===== src/rtl/accum_window.sv =====
// accum_window: sums win_len unsigned samples per window, clamping at the
// maximum SUM_W-bit value, and holds the result until downstream accepts it.
//
// Handshakes: a transfer happens on a rising clk edge where valid and ready
// are both high; ready never depends combinationally on the same-side valid
// or on the other port. in_ready is low only while a result is held, so a
// result accept and the next window's first sample never share a cycle.
module accum_window #(
  parameter int IN_W  = 4,
  parameter int SUM_W = 8,
  parameter int LEN_W = 4
) (
  input  logic             clk,
  input  logic             rst_b,
  input  logic             in_valid,
  output logic             in_ready,
  input  logic [IN_W-1:0]  in_data,
  input  logic [LEN_W-1:0] win_len,
  output logic             out_valid,
  input  logic             out_ready,
  output logic [SUM_W-1:0] out_sum,
  output logic             out_ovf,
  output logic             busy,
  output logic [1:0]       state_dbg
);

  typedef enum logic [1:0] {
    IDLE  = 2'd0,
    ACCUM = 2'd1,
    HOLD  = 2'd2
  } state_e;

  localparam logic [LEN_W-1:0] LEN_ONE = 1;

  state_e           state_q, state_d;
  logic [SUM_W-1:0] acc_q, acc_d;
  logic [LEN_W-1:0] cnt_q, cnt_d;
  logic [LEN_W-1:0] len_q, len_d;
  logic             ovf_q, ovf_d;
  logic [SUM_W-1:0] out_sum_q, out_sum_d;
  logic             out_ovf_q, out_ovf_d;
  logic             out_valid_q, out_valid_d;
  logic             busy_q, busy_d;
  logic             in_ready_q, in_ready_d;

  logic             in_hs;
  logic [SUM_W:0]   sum_wide;
  logic [LEN_W-1:0] cnt_inc;
  logic [LEN_W-1:0] len_new;
  logic [SUM_W-1:0] data_ext;

  // Next-state and datapath: load on the first sample, accumulate with clamp,
  // and snapshot the result into the output registers when entering HOLD.
  always_comb begin
    state_d   = state_q;
    acc_d     = acc_q;
    cnt_d     = cnt_q;
    len_d     = len_q;
    ovf_d     = ovf_q;
    out_sum_d = out_sum_q;
    out_ovf_d = out_ovf_q;

    in_hs    = in_valid && in_ready_q;
    data_ext = {{(SUM_W-IN_W){1'b0}}, in_data};
    sum_wide = {1'b0, acc_q} + {1'b0, data_ext};
    cnt_inc  = cnt_q + LEN_ONE;
    len_new  = (win_len == '0) ? LEN_ONE : win_len;

    case (state_q)
      IDLE: begin
        if (in_hs) begin
          len_d = len_new;
          acc_d = data_ext;
          cnt_d = LEN_ONE;
          ovf_d = 1'b0;
          if (len_new == LEN_ONE) begin
            state_d   = HOLD;
            out_sum_d = data_ext;
            out_ovf_d = 1'b0;
          end else begin
            state_d = ACCUM;
          end
        end
      end
      ACCUM: begin
        if (in_hs) begin
          if (sum_wide[SUM_W]) begin
            acc_d = '1;
            ovf_d = 1'b1;
          end else begin
            acc_d = sum_wide[SUM_W-1:0];
          end
          cnt_d = cnt_inc;
          if (cnt_inc == len_q) begin
            state_d   = HOLD;
            out_sum_d = acc_d;
            out_ovf_d = ovf_d;
          end
        end
      end
      HOLD: begin
        if (out_ready) begin
          state_d = IDLE;
        end
      end
      default: state_d = IDLE;
    endcase

    out_valid_d = (state_d == HOLD);
    busy_d      = (state_d != IDLE);
    in_ready_d  = (state_d != HOLD);
  end

  // State and output registers; reset discards any partial window.
  always_ff @(posedge clk or negedge rst_b) begin
    if (!rst_b) begin
      state_q     <= IDLE;
      acc_q       <= '0;
      cnt_q       <= '0;
      len_q       <= LEN_ONE;
      ovf_q       <= 1'b0;
      out_sum_q   <= '0;
      out_ovf_q   <= 1'b0;
      out_valid_q <= 1'b0;
      busy_q      <= 1'b0;
      in_ready_q  <= 1'b1;
    end else begin
      state_q     <= state_d;
      acc_q       <= acc_d;
      cnt_q       <= cnt_d;
      len_q       <= len_d;
      ovf_q       <= ovf_d;
      out_sum_q   <= out_sum_d;
      out_ovf_q   <= out_ovf_d;
      out_valid_q <= out_valid_d;
      busy_q      <= busy_d;
      in_ready_q  <= in_ready_d;
    end
  end

  assign in_ready  = in_ready_q;
  assign out_valid = out_valid_q;
  assign out_sum   = out_sum_q;
  assign out_ovf   = out_ovf_q;
  assign busy      = busy_q;
  assign state_dbg = state_q;

endmodule


===== config.mk =====
export PLATFORM = sky130hd
export DESIGN_NAME = accum_window
export DESIGN_NICKNAME = d
export VERILOG_FILES = /design/src/rtl/accum_window.sv
export SDC_FILE = /design/constraint.sdc
export NUM_CORES = 1
export LEC_CHECK = 0
export CAP_MARGIN = 5
export CORE_ASPECT_RATIO = 2
export CORE_MARGIN = 2
export CORE_UTILIZATION = 53
export DETAILED_ROUTE_END_ITERATION = 12
export GPL_ROUTABILITY_DRIVEN = 0
export PLACE_DENSITY = 0.83
export SLEW_MARGIN = 5
export SYNTH_ARGS = -nofsm -noshare
export SYNTH_HDL_FRONTEND = slang
export SYNTH_SLANG_ARGS = --single-unit

===== constraint.sdc =====
create_clock -name clk -period 2.2 [get_ports clk]
set_input_delay 0.22 -clock clk [delete_from_list [all_inputs] [get_ports clk]]
set_output_delay 0.22 -clock clk [all_outputs]
set_load 0.005 [all_outputs]

### Word level (Yosys, flattened, before mapping)

Index checks and enable logic that the tools add are counted.

| cells by class | value |
|---|---|
| reduce and logical (&&, ||, !) cells | 8 |
| multiplexer cells | 28 |
| $add $sub $neg | 2 |
| equal/unequal tests | 10 |

Operator list:

| cell | count |
|---|---|
| $mux W8 | 7 |
| $pmux W8 S2 | 2 |
| $mux W4 | 3 |
| $mux W2 | 5 |
| $ne A2 B2 Y1 const B | 5 |
| $add A8 B4 Y9 | 1 |
| $pmux W4 S2 | 1 |
| $mux W1 | 7 |
| $pmux W2 S3 | 1 |
| $reduce_and A5 Y1 | 1 |
| $add A4 B1 Y4 const B | 1 |
| $eq A2 B2 Y1 const B | 2 |
| $eq A4 B1 Y1 const B | 1 |
| $eq A4 B4 Y1 | 1 |
| $logic_not A4 Y1 | 1 |
| $pmux W1 S2 | 2 |
| $reduce_bool A2 Y1 | 2 |
| $reduce_and A3 Y1 | 1 |
| $eq A2 B1 Y1 const B | 1 |
| $logic_not A2 Y1 | 1 |
| $reduce_and A2 Y1 | 1 |
| $logic_and A1 B1 Y1 | 1 |

| word-level totals | value |
|---|---|
| bits in registers | 31 |
| logic and storage cells | 58 |
| input bits | 12 |
| output and inout port bits | 14 |

### Depth between registers and ports, before layout

Gate-level depths: netlist (run 1).

| logic depth | value |
|---|---|
| word-level depth | 7 |
| gate-level depth with buffers | 8 |
| gate-level depth less buffers | 8 |

### Worst setup path before layout (run 1)

OpenSTA, ideal clock, no wires.

| path | value |
|---|---|
| path kind | flip-flop to flip-flop |
| start point | register acc_q[0] |
| end point | register acc_q[1] |
| arrival time | 1.870 ns |
| stages on the path, launching flop included | 9 |
| path slack | 0.266 ns |
| buffers on the path | 0 |
| data required time | 2.135 ns |
| library setup time | 0.065 ns |
| cells stage by stage | dfrtp_1 > ha_1 > inv_1 > fa_1 > nand2b_1 > a21oi_2 > nand4_1 > a31oi_1 > mux2_2 |

| on the way | value |
|---|---|
| cells in the longest elaborated chain, start to end | 4 |

Ends and longest elaborated chain:

| item | RTL line | text |
|---|---|---|
| start: declaration | 36 | `logic [SUM_W-1:0] acc_q, acc_d;` |
| start signal: assignment | 118 | `acc_q <= '0;` |
| start signal: assignment | 129 | `acc_q <= acc_d;` |
| $add A8 B4 Y9 | 65 | `sum_wide = {1'b0, acc_q} + {1'b0, data_ext};` |
| $mux W8 | 87 | `if (sum_wide[SUM_W]) begin` |
| $mux W8 | 86 | `if (in_hs) begin` |
| $pmux W8 S2 | 69 | `case (state_q)` |

No other way between the ends. The select of a mux whose other input is x is not followed.
A chain may end at the register's enable or synchronous reset.

### Worst setup path after layout (run 1)

| path | value |
|---|---|
| start point | input port in_data[0] |
| end point | register acc_q[2] |

| on the way | value |
|---|---|
| cells in the longest elaborated chain, start to end | 4 |

Ends and longest elaborated chain:

| item | RTL line | text |
|---|---|---|
| start: declaration | 17 | `input logic [IN_W-1:0] in_data,` |
| $add A8 B4 Y9 | 65 |  |
| $mux W8 | 87 |  |
| $mux W8 | 86 |  |
| $pmux W8 S2 | 69 |  |

No other way between the ends. The select of a mux whose other input is x is not followed.

==> run metrics, run 1 <==
outcome=completed; Finished Layout Cells=229; CTS buffer count=5; Net Sw Frac=38.0%; die area=3670 µm²; Seq pwr share=32.4%; Clock Tree Buf Depth=2; YS warnings=0; crit path capture type=register; setup_tns=0 ps; HPWL after DPL=3050 µm; VDD IR max=1.00 mV; router iterations before antenna repair=4; Max Slew Vio Count=0; post-route minimum period=2130 ps; pwr dens=1420 nW/µm²; Die Span Y=83.7 µm; detailed-route wire length=4240 µm; CTS Hold Bufs=0; Lkg Pwr=0.000950 µW; CTS Root Cell=clkbuf_8; antenna viol nets, final=0; Reg clk slew, reported paths=60 ps; worst min path class=in2async; CTS tree=built; vias=1,409; register area share after synthesis=46.2%; Crit. Startpoint=in_data[0]; Synth Area per Inst=10.9 µm²; Int Pwr=1950 µW; synthesized netlist cell count=154; Iteration-0 DRC Markers=52; worst rel slew slack=66.7%; Yosys cell types=40; share of cells above drive strength 1=26.3%; dominant synthesized flop cell=dfrtp_1; syn_nets=172; final setup vio count=0; gr usage total=26.5%; CP max FO=5; Worst-Margin Slew=498 ps; top cells by area, synth=dfrtp_1 (43%), mux2_2 (6.7%), mux2_4 (4.5%); Post-synth EDFFs=0; # rows=29; cell family with most CP delay=buffers and inverters; final net count=215; R2R Path Start=acc_q[3]; n_diodes=0; Synth Cell Area=1680 µm²; number of global-route vias before repair=1,521; layout filler cell count=223; Sw Pwr=1190 µW; Gate power share=52.0%; Final Power=3140 µW; Fin. Hold Viols=0; Tcrit/Tclk final=96.7%; Worst path slowest cell=clkdlybuf4s50_1; htree depth=2; CP peak stage delay=500 ps; Achievable Freq=470 MHz; Clock Latency Late Sink=280 ps; most frequent cells in the layout=dfrtp_1 (29), clkdlybuf4s50_1 (25), buf_4 (15); drt wl/cell=18.5 µm; vias per inst=6.15; Die Width=43.9 µm; Clk pwr share=15.6%; TritonCTS Sinks=31; # DRC=0; register bit total from synthesis=31; worst path cell trace=clkdlybuf4s50_1, ha_1, inv_1, fa_1, nand2b_4, a21oi_4, nand4_1, buf_4, a31oi_2, mux2_2; area growth from synthesis to layout=30.9%; IO Pins=26; post-synth top area cell=dfrtp_1; most common cell after layout, fill and taps aside=dfrtp_1; worst path required time=2430 ps; data arrival time of the worst path=2350 ps; IO buf count=25; first-pass GRT wire length=7250 µm; Synth top area share=43.1%; Max Cap Viol=0; Overflow after GRT=0; placed insts=220; largest net degree at the start of global routing=32; crit path kind=in2reg; worst path bufs/invs=3; Synth async-reset ratio=100%; WHS=329 ps; initial antenna violation count=0; CP startpoint kind=input port; CORE AREA=3120 µm²; skew final=4.58 ps; Starting Density=54.0%
-- Yosys cell counts (2+ instances only) --
master and number:
dfrtp_1 29, o21ai_0 10, nor2b_1 2, nor2_1 13
o211ai_1 2, a211oi_1 2, inv_1 5, buf_2 3
nand3_1 2, nand2b_1 2, dfstp_2 2, a21o_1 2
a22o_1 2, mux2i_1 2, ha_1 5, a31oi_1 4
nand2_1 9, a21oi_1 10, mux2_2 10, nand4_1 2
nor3_1 2, o21a_1 4, xnor2_1 5, xor2_1 5
mux2_4 5
-- timing repair --
action | 4_1_cts | 5_1_grt
gates cloned | 0 | 0
pin swaps | 2 | 3
gates resized for setup | 2 | 6
setup endpoints to repair | 4 | 14
buffers inserted | 0 | 1
-- layout make-up --
class / count / area (µm²) / share of cell area (%)
clock buffer: 8 / 100 / 4.54
multi-input combinational: 114 / 906 / 41.1
tap: 31 / 38.8 / 1.76
sequential: 31 / 778 / 35.3
timing repair buffer: 40 / 363 / 16.5
inverter: 5 / 18.8 / 0.851
-- logic make-up (layout without fill, tap and decap cells) --
family / Yosys count / after routing / share of synthesized area (%)
AO/OA/AOI/OAI: 42 / 42 / 15.8
AND/OR/NAND/NOR: 39 / 39 / 12.9
multiplexers: 17 / 17 / 12.3
adder cells (fa/ha/maj): 6 / 6 / 4.90
buffers and inverters: 9 / 53 / 2.67
flip-flops: 31 / 31 / 46.2
XOR/XNOR: 10 / 10 / 5.20
-- metrics by stage --
step                      util (%)  cell area [µm²]  setup slack, ps
after detailed placement      65.8             2050             -293
final                         70.6             2200             73.4
after CTS                     69.4             2160             4.94
after global placement        65.8             2050             -180
after floorplan                  -             1680              266
after global routing          70.6             2200            -32.4
-- sequential cells by signal, summed over array words and instances, names as in the netlist --
register	flops
out_valid	1
len_q	4
in_ready	1
state_dbg	2
ovf_q	1
out_sum	8
out_ovf	1
acc_q	8
busy	1
cnt_q	4
-- per-layer routing --
layer  wire length, µm  up-vias  track usage [%]  part of all wire [%]
met5                 0        -                0                     0
met4               148        0             11.3                   3.5
met3               183       14             5.19                   4.3
met2              2520       53             47.9                    59
met1              1390      703             28.0                    33
li1                  -      639                -                     -
-- worst paths after layout --
check                      cells after the start          to  slack [ps]
max                                           10    acc_q[2]          70
min                                            2  out_sum[5]         330
max reg2reg                                    7  out_sum[7]         110
min reg2reg                                    1  out_sum[7]         510
max in group asynchronous                      2    len_q[0]        1550
min in group clk                               3    len_q[0]         510
-- power groups by stage --
stage	clock network, µW	logic [µW]	registers [µW]
2_1_floorplan	0	985	970
3_3_place_gp	0	1440	1000
3_5_place_dp	0	1520	1020
4_1_cts	503	1550	1020
5_1_grt	530	1780	1050
6_report	490	1630	1020
(Power assumes the default switching activity.)
==> run 2: changes to the inputs <==
--- a/config.mk
+++ b/config.mk
@@ -6,12 +6,14 @@
 export NUM_CORES = 1
 export LEC_CHECK = 0
 export CAP_MARGIN = 5
+export CELL_PAD_IN_SITES_DETAIL_PLACEMENT = 2
+export CELL_PAD_IN_SITES_GLOBAL_PLACEMENT = 2
 export CORE_ASPECT_RATIO = 2
 export CORE_MARGIN = 2
-export CORE_UTILIZATION = 53
+export CORE_UTILIZATION = 34
 export DETAILED_ROUTE_END_ITERATION = 12
 export GPL_ROUTABILITY_DRIVEN = 0
-export PLACE_DENSITY = 0.83
+export PLACE_DENSITY = 0.82
 export SLEW_MARGIN = 5
 export SYNTH_ARGS = -nofsm -noshare
 export SYNTH_HDL_FRONTEND = slang
==> run 2 against run 1 <==
  * Worst hold slack got worse by 3.7 ps
  * Sequential share of layout area decreased by 0.76 points
  * Critical path type unchanged
  * Largest power group unchanged
  * Final cell count increased by 13%
  * Final area increased by 2.2%
  * Critical path depth unchanged
  * Largest cell class unchanged
==> run metrics, run 2 (synthesized netlist as in run 1, its figures left out) <==
final net count=218 (was 215); cell family with most CP delay=buffers and inverters (unchanged); number of global-route vias before repair=1,662 (was 1,521); final setup vio count=0 (unchanged); Worst path slowest cell=clkdlybuf4s50_1 (unchanged); reg2reg path depth=9 (was 7); R2R Path Start=acc_q[0] (was acc_q[3]); Iteration-0 DRC Markers=11 (was 52); skew final=6.42 ps (was 4.58 ps); CORE AREA=4820 µm² (was 3120 µm²); Lkg Pwr=0.000957 µW (was 0.000950 µW); Max Cap Viol=0 (unchanged); CP peak stage delay=490 ps (was 500 ps); Clock Latency Late Sink=290 ps (was 280 ps); Final Power=3170 µW (was 3140 µW); largest net degree at the start of global routing=32 (unchanged); vias=1,403 (was 1,409); CTS buffer count=5 (unchanged); Die Span Y=104 µm (was 83.7 µm); worst rel slew slack=72.3% (was 66.7%); crit path capture type=register (unchanged); antenna viol nets, final=0 (unchanged); # DRC=0 (unchanged); pwr dens=1410 nW/µm² (was 1420 nW/µm²); Clock Tree Buf Depth=2 (unchanged); RSZ-0062 raised after global routing=yes; CTS Hold Bufs=0 (unchanged); Achievable Freq=470 MHz (about the same); initial antenna violation count=0 (unchanged); data arrival time of the worst path=2370 ps (was 2350 ps); Tcrit/Tclk final=96.8% (was 96.7%); VDD IR max=0.651 mV (was 1.00 mV); gr usage total=20.2% (was 26.5%); worst path bufs/invs=3 (unchanged); HPWL after DPL=3800 µm (was 3050 µm); die area=5570 µm² (was 3670 µm²); CTS Root Cell=clkbuf_8 (unchanged); Reg clk slew, reported paths=70 ps (was 60 ps); most common cell after layout, fill and taps aside=dfrtp_1 (unchanged); capturing point of the worst reg2reg path=acc_q[2] (was out_sum[7]); Overflow after GRT=0 (unchanged); outcome=completed (unchanged); crit path kind=in2reg (unchanged); worst path required time=2440 ps (was 2430 ps); post-route minimum period=2130 ps (about the same); htree depth=2 (unchanged); # rows=36 (was 29); Final Util=46.8% (was 70.6%); CTS tree=built (unchanged); TritonCTS Sinks=31 (unchanged); Fin. Hold Viols=0 (unchanged); Starting Density=34.9% (was 54.0%); area growth from synthesis to layout=33.8% (was 30.9%); Die Width=53.8 µm (was 43.9 µm); share of cells above drive strength 1=26.9% (was 26.3%); IO buf count=25 (unchanged); worst path cell trace=clkdlybuf4s50_1, ha_1, inv_1, fa_1, nand2b_4, a21oi_4, nand4_1, buf_6, a31oi_2, mux2_2 (was clkdlybuf4s50_1, ha_1, inv_1, fa_1, nand2b_4, a21oi_4, nand4_1, buf_4, a31oi_2, mux2_2); router iterations before antenna repair=4 (unchanged); drt wl/cell=19.1 µm (was 18.5 µm); CP max FO=5 (unchanged); IO Pins=26 (unchanged); most frequent cells in the layout=dfrtp_1 (29), clkdlybuf4s50_1 (25), buf_4 (17) (was dfrtp_1 (29), clkdlybuf4s50_1 (25), buf_4 (15)); Worst-Margin Slew=415 ps (was 498 ps); detailed-route wire length=4930 µm (was 4240 µm); flop-to-flop setup slack=140 ps (was 110 ps); vias per inst=5.44 (was 6.15); n_diodes=0 (unchanged); first-pass GRT wire length=8110 µm (was 7250 µm); Max Slew Vio Count=0 (unchanged); CP startpoint kind=input port (unchanged); worst min path class=in2async (unchanged)
-- run 2: worst register-to-register path: stages, from the launching register on --
cell      delay [ps]
dfrtp_1          350
ha_1             180
inv_1             60
fa_1             380
nand2b_4         170
a21oi_4          180
nand4_1          130
buf_6            180
a31oi_2          190
mux2_2           180
-- run 2: what timing repair did --
action | CTS | global route
endpoints found under the hold margin | 0 | 0
pin swaps | 1 | 1
resized for setup | 3 | 6
setup endpoints to repair | 12 | 12
setup buffers | 1 | 0
-- run 2: power by group --
part	leakage, µW	internal, µW	switching, µW
Sequential	0.000386	810	188
Clock	0.0000422	222	225
Combinational	0.000528	890	832
Total	0.000957	1920	1250
-- run 2: worst max-delay path by stage --
stage / slack (ps) / to / cells after the start / from
finish: 70 / acc_q[2] / 10 / in_data[0]
global route: -40 / acc_q[2] / 10 / in_data[0]
CTS: 20 / acc_q[3] / 10 / in_data[0]
detailed placement: -350 / acc_q[3] / 9 / in_data[0]
global placement: -280 / out_ovf / 10 / in_data[0]
floorplan: 270 / acc_q[1] / 8 / acc_q[0]
-- run 2: final cells by class --
type / instances / area (µm²)
clock buffers: 7 / 76.3
repair buffers: 43 / 389
clock inverters: 1 / 5.00
flip-flops and latches: 31 / 778
fillers: 506 / 2570
well taps: 57 / 71.3
inverters: 5 / 18.8
multi-input cells: 114 / 915
-- run 2: metrics by stage --
| stage | setup WS, ps | setup TNS [ps] | instance area (µm²) | hold WS, ps | cells |
|---|---|---|---|---|---|
| 6_report | 70.3 | 0 | 2250 | 325 | 258 |
| 5_1_grt | -35.8 | -154 | 2250 | 368 | 258 |
| 4_1_cts | 17.4 | 0 | 2210 | 345 | 258 |
| 3_5_place_dp | -348 | -4620 | 2110 | 499 | 249 |
| 3_3_place_gp | -279 | -2590 | 2110 | 480 | 249 |
| 2_1_floorplan | 266 | 0 | 1680 | -75.6 | 154 |
-- run 2: layer usage --
metal / part of all wire, % / vias up / GRT usage (%)
met5: 0 / - / 0
met4: 3.8 / 0 / 11.5
met3: 2.3 / 16 / 3.75
met2: 59 / 28 / 36.7
met1: 34 / 718 / 19.2
li1: - / 641 / -
